### src/rtl/jar_pi_pkg.sv
// Shared types, pi digit table and index helper for the jar_pi_stream display.
package jar_pi_pkg;

  typedef enum logic [1:0] {IDLE, SHOW, GAP} state_t;

  // First 256 hex digits of pi, most significant nibble is digit 0 ("3").
  localparam logic [1023:0] PI_HEX = {4'h3, 1020'h243F6A88_85A308D3_13198A2E_03707344_A4093822_299F31D0_082EFA98_EC4E6C89_452821E6_38D01377_BE5466CF_34E90C6C_C0AC29B7_C97C50DD_3F84D5B5_B5470917_9216D5D9_8979FB1B_D1310BA6_98DFB5AC_2FFD72DB_D01ADFB7_B8E1AFED_6A267E96_BA7C9045_F12C7F99_24A19947_B3916CF7_0801F2E2_858EFC16_636920D8_71574E6};

  function automatic logic [7:0] clamp_index(input logic [7:0] i, input int unsigned digits);
    if (32'(i) >= digits) return 8'(digits - 1);
    return i;
  endfunction

endpackage

### src/rtl/jar_pi_rom.sv
// Combinational pi digit lookup: index -> 4-bit hex digit.
module jar_pi_rom
  import jar_pi_pkg::*;
(
  input  logic [7:0] idx,
  output logic [3:0] digit_c
);

  logic [9:0] base;

  always_comb begin
    base    = 10'd1020 - {idx, 2'b00};
    digit_c = PI_HEX[base +: 4];
  end

endmodule

### src/rtl/seg7hex.sv
// Hex to 7-segment decoder, active-high, bit order gfedcba.
module seg7hex (
  input  logic [3:0] hex,
  output logic [6:0] seg_c
);

  always_comb begin
    seg_c = 7'h00;
    case (hex)
      4'h0: seg_c = 7'h3F;
      4'h1: seg_c = 7'h06;
      4'h2: seg_c = 7'h5B;
      4'h3: seg_c = 7'h4F;
      4'h4: seg_c = 7'h66;
      4'h5: seg_c = 7'h6D;
      4'h6: seg_c = 7'h7D;
      4'h7: seg_c = 7'h07;
      4'h8: seg_c = 7'h7F;
      4'h9: seg_c = 7'h6F;
      4'hA: seg_c = 7'h77;
      4'hB: seg_c = 7'h7C;
      4'hC: seg_c = 7'h39;
      4'hD: seg_c = 7'h5E;
      4'hE: seg_c = 7'h79;
      4'hF: seg_c = 7'h71;
      default: seg_c = 7'h00;
    endcase
  end

endmodule

### src/rtl/jar_pi_stream.sv
// Steps through stored pi hex digits on a 7-seg display (run / step / load, blank gap on repeats).
// Optional macro JAR_PI_DP_EN lights the decimal point while digit 0 ("3.") is shown.
module jar_pi_stream
  import jar_pi_pkg::*;
#(
  parameter int unsigned DIGITS     = 256,
  parameter int unsigned PERIOD     = 1000,
  parameter int unsigned GAP_CYCLES = 100
) (
  input  logic       clk,
  input  logic       rst_n,
  input  logic       run,
  input  logic       step,
  input  logic       load,
  input  logic [7:0] index_in,
  output logic [7:0] segments,
  output logic [7:0] index_out,
  output logic       wrap
);

  localparam int unsigned PW = $clog2(PERIOD);
  localparam int unsigned GW = (GAP_CYCLES > 1) ? $clog2(GAP_CYCLES) : 1;
  localparam logic [7:0]    LAST_IDX = 8'(DIGITS - 1);
  localparam logic [PW-1:0] PLAST    = PW'(PERIOD - 1);
  localparam logic [GW-1:0] GLAST    = GW'(GAP_CYCLES - 1);

  state_t        state;
  logic [7:0]    idx;
  logic [PW-1:0] presc;
  logic [GW-1:0] gap_cnt;
  logic [1:0]    run_sync;
  logic [2:0]    step_sync;
  logic [2:0]    load_sync;

  logic [7:0] next_idx_c;
  logic [3:0] cur_digit_c;
  logic [3:0] nxt_digit_c;
  logic [6:0] seg_c;
  logic       dp_c;
  logic       run_s;
  logic       step_edge;
  logic       load_edge;

  assign next_idx_c = (idx == LAST_IDX) ? 8'd0 : idx + 8'd1;
  assign run_s      = run_sync[1];
  assign step_edge  = step_sync[1] & ~step_sync[2];
  assign load_edge  = load_sync[1] & ~load_sync[2];
  assign index_out  = idx;

`ifdef JAR_PI_DP_EN
  assign dp_c = (idx == 8'd0) && (state != GAP);
`else
  assign dp_c = 1'b0;
`endif

  jar_pi_rom u_rom_cur (.idx(idx),        .digit_c(cur_digit_c));
  jar_pi_rom u_rom_nxt (.idx(next_idx_c), .digit_c(nxt_digit_c));
  seg7hex    u_seg     (.hex(cur_digit_c), .seg_c(seg_c));

  // Synchronisers, display register and IDLE/SHOW/GAP sequencing.
  always_ff @(posedge clk or negedge rst_n) begin
    if (!rst_n) begin
      state     <= IDLE;
      idx       <= 8'd0;
      presc     <= '0;
      gap_cnt   <= '0;
      run_sync  <= '0;
      step_sync <= '0;
      load_sync <= '0;
      segments  <= 8'h00;
      wrap      <= 1'b0;
    end else begin
      run_sync  <= {run_sync[0], run};
      step_sync <= {step_sync[1:0], step};
      load_sync <= {load_sync[1:0], load};
      segments  <= (state == GAP) ? 8'h00 : {dp_c, seg_c};
      wrap      <= 1'b0;

      if (load_edge) begin
        idx   <= clamp_index(index_in, DIGITS);
        presc <= '0;
        if (state != IDLE) state <= SHOW;
      end else begin
        unique case (state)
          IDLE: begin
            presc <= '0;
            if (step_edge) begin
              idx  <= next_idx_c;
              wrap <= (next_idx_c == 8'd0);
            end else if (run_s) begin
              state <= SHOW;
            end
          end
          SHOW: begin
            if (presc == PLAST) begin
              presc <= '0;
              if (nxt_digit_c == cur_digit_c) begin
                state   <= GAP;
                gap_cnt <= '0;
              end else begin
                idx  <= next_idx_c;
                wrap <= (next_idx_c == 8'd0);
              end
            end else if (!run_s) begin
              state <= IDLE;
              presc <= '0;
            end else begin
              presc <= presc + PW'(1);
            end
          end
          GAP: begin
            if (gap_cnt == GLAST) begin
              idx   <= next_idx_c;
              wrap  <= (next_idx_c == 8'd0);
              state <= SHOW;
              presc <= '0;
            end else if (!run_s) begin
              state <= IDLE;
            end else begin
              gap_cnt <= gap_cnt + GW'(1);
            end
          end
          default: state <= IDLE;
        endcase
      end
    end
  end

endmodule
### config.mk
export PLATFORM = sky130hd
export DESIGN_NAME = jar_pi_stream
export DESIGN_NICKNAME = d
export VERILOG_FILES = /design/src/rtl/jar_pi_pkg.sv /design/src/rtl/jar_pi_rom.sv /design/src/rtl/seg7hex.sv /design/src/rtl/jar_pi_stream.sv
export SDC_FILE = /design/constraint.sdc
export NUM_CORES = 1
export LEC_CHECK = 0
export BUFFER_PORTS_ARGS = -buffer_cell sky130_fd_sc_hd__buf_2
export CAP_MARGIN = 10
export CORE_MARGIN = 5
export CORE_UTILIZATION = 33
export CTS_BUF_LIST = sky130_fd_sc_hd__clkbuf_16
export DETAILED_ROUTE_END_ITERATION = 12
export SETUP_SLACK_MARGIN = 0.05
export SKIP_LAST_GASP = 1
export SLEW_MARGIN = 10
export SYNTH_ARGS = -nofsm -noshare
export SYNTH_HDL_FRONTEND = slang
export SYNTH_SLANG_ARGS = --single-unit
### constraint.sdc
create_clock -name clk -period 11.62 [get_ports clk]
set_input_delay 0.581 -clock clk [delete_from_list [all_inputs] [get_ports clk]]
set_output_delay 0.581 -clock clk [all_outputs]
set_load 0.05 [all_outputs]
==> impl_metrics.toml <==
[die]
die_w_um = 160
core_area_um2 = 22400
rows = 55
start_util = 0.332
die_h_um = 160
num_io_pins = 30
dieArea_um2 = 25700

[global_routing]
grt_max_degree = 96
grt_antenna_before_repair = 0
gr-total-overflow = 0
grt_pass1_wl_mm = 48.6
grt_pass1_vias = 7993
gr-usage-all-layers = 0.235

[critical_path]
startpoint_type = "flop"
r2r_start = "index_out[0]"
crit_path_end_kind = "flop"
path_max_fanout = 51
path_class = "flop to flop"
worstSetupStartpoint = "index_out[0]"
crit_arrival_ns = 5.92
crit_required_ns = 11.78

[sta]
max_slew_margin = 0.289
hold_violations = 0
slew_violations = 0
fmax_mhz = 174
worst_slew_pin_slew_ns = 1.05
fin_skew_ns = 0.00337
rsz0062_at_grt = "no"
tns_ns = 0
period_needed_ns = 5.76
setup_viol = 0
fin_crit_sh = 0.496

[synthesis]
ys_types = 94
ys_seq_elements = 43
avgSynthCellArea_um2 = 7.09
synth_area_um2 = 7440
synth-edff-count = 0
yosysWarnings = 0
dominantRegCellSynth = "dfrtp_1"
synth_nets = 1094
syn_inst = 1050
ys_async_sr_fraction = 1.00
ys_seq_area_frac = 0.145

[clock_network]
root_buffer = "clkbuf_16"
cts_setup_buffers = 0
hold_buffers = 0
clk_pin_slew_ns = 0.06
numCtsBuffers = 5
cts_max_level = 2
cts_tree = "built"
ctsResizeCount = 0
insertion_delay_ns = 0.28
numClockSinks = 43
clockBufferDepth = 2

[route]
wirelength_mm = 31.6
routed_via_density = 6.88
wire_per_inst_um = 24.7
first_pass_iters = 7
drtAntennaViolNets = 0
post-route-drc-count = 0
drt_iter0_drc = 1685
routed-via-count = 8781

[finish]
final_common_cell = "o21ai_0"
fin_nets = 1035
multi_input_area_um2 = 5640
area_growth_syn_to_layout_pct = 2.64
drive_above_1_share = 0.120
mostFrequentLayoutCells = "o21ai_0, nand2_1, a21oi_1, nor2_1, dfrtp_1"
antennaDiodeCount = 0
seq_area_um2 = 1080
fill_cells = 2389

[outcome]
outcome = "finished clean"

[min_path]
min_from = "load_sync[0]"
min_path_type = "flop to flop"

[placed_design]
dpl.hpwl_mm = 21.3
place.gp.congestion = 1.08
port_buffers = 28

[run]
maxCapViolations = 0
==> final timing paths <==
| check | end | slack, ns | cells past startpoint |
|---|---|---|---|
| worst max-delay path | index_out[1] | 5.86 | 14 |
| worst min-delay path | load_sync[1] | 0.35 | 0 |
| worst max register to register | index_out[1] | 5.86 | 14 |
| worst min register to register | load_sync[1] | 0.35 | 0 |
| max in group asynchronous | index_out[2] | 10.46 | 1 |
| min in group asynchronous | segments[6] | 0.45 | 1 |
==> worst max-delay path, stage by stage, from the launching register on <==
cell      delay [ns]
dfrtp_2         0.39
buf_4           0.51
inv_2           0.27
ha_1            0.64
inv_1           0.43
o211ai_1        0.12
o21ai_0         0.20
a21oi_1         0.15
mux4_2          0.54
mux2i_2         0.83
a31o_2          0.23
o211ai_2        0.15
o31ai_4         0.50
mux2_1          0.36
mux2_2          0.27
==> kinds of logic after synthesis <==
| logic type | count (synthesis) | share of synthesized area |
|---|---|---|
| buffers and inverters | 146 | 0.0989 |
| AND/OR/NAND/NOR | 361 | 0.241 |
| other | 1 | 0.000504 |
| AO/OA/AOI/OAI | 416 | 0.375 |
| multiplexers | 39 | 0.0698 |
| flip-flops | 43 | 0.145 |
| XOR/XNOR | 8 | 0.0114 |
| adder cells (fa/ha/maj) | 36 | 0.0588 |
==> cells in the mapped netlist, types with 29 or more instances <==
cell	instances	area [µm²]
clkbuf_1	42	158
nor2_1	77	289
buf_2	44	220
dfrtp_1	43	1080
nand2_1	101	379
a21oi_1	81	405
ha_1	31	388
nand3_1	35	175
a31oi_1	29	181
o21ai_0	112	561
nor3_1	29	145
==> per-layer routing <==
metal,share of wire,global-route usage,routed length [µm],vias to the layer above
met2,0.42,0.348,13100,752
met5,0,0,0,-
met4,0.068,0.119,2130,0
met3,0.13,0.0524,4010,188
met1,0.39,0.320,12300,4006
li1,-,-,-,3835
==> layout make-up <==
cell class / count / share of cell area
clock buffers: 5 / 0.0164
clock inverters: 3 / 0.00213
inverters: 29 / 0.0143
multi-input cells: 861 / 0.738
flip-flops and latches: 43 / 0.142
well taps: 285 / 0.0467
repair buffers: 51 / 0.0410
==> metrics by stage <==
stage | cell area [µm²] | util | cells | setup slack [ns] | hold WS, ns
finish | 7640 | 0.340 | 1277 | 5.86 | 0.348
global route | 7640 | 0.340 | 1277 | 5.70 | 0.357
CTS | 7640 | 0.340 | 1277 | 6.11 | 0.350
detailed placement | 7500 | 0.334 | 1269 | 6.12 | 0.336
global placement | 7500 | 0.334 | 1269 | 6.08 | 0.334
floorplan | 7440 | - | 1050 | 7.14 | 0.285
==> state kept, by name, summed over array words and instances, names as in the netlist <==
register,flops
presc,10
index_out,8
gap_cnt,7
segments,7
load_sync,3
step_sync,3
run_sync,2
state,2
wrap,1
Power is not shown: default switching activity piles up to over one toggle a cycle in this logic, so the estimate is an artifact.
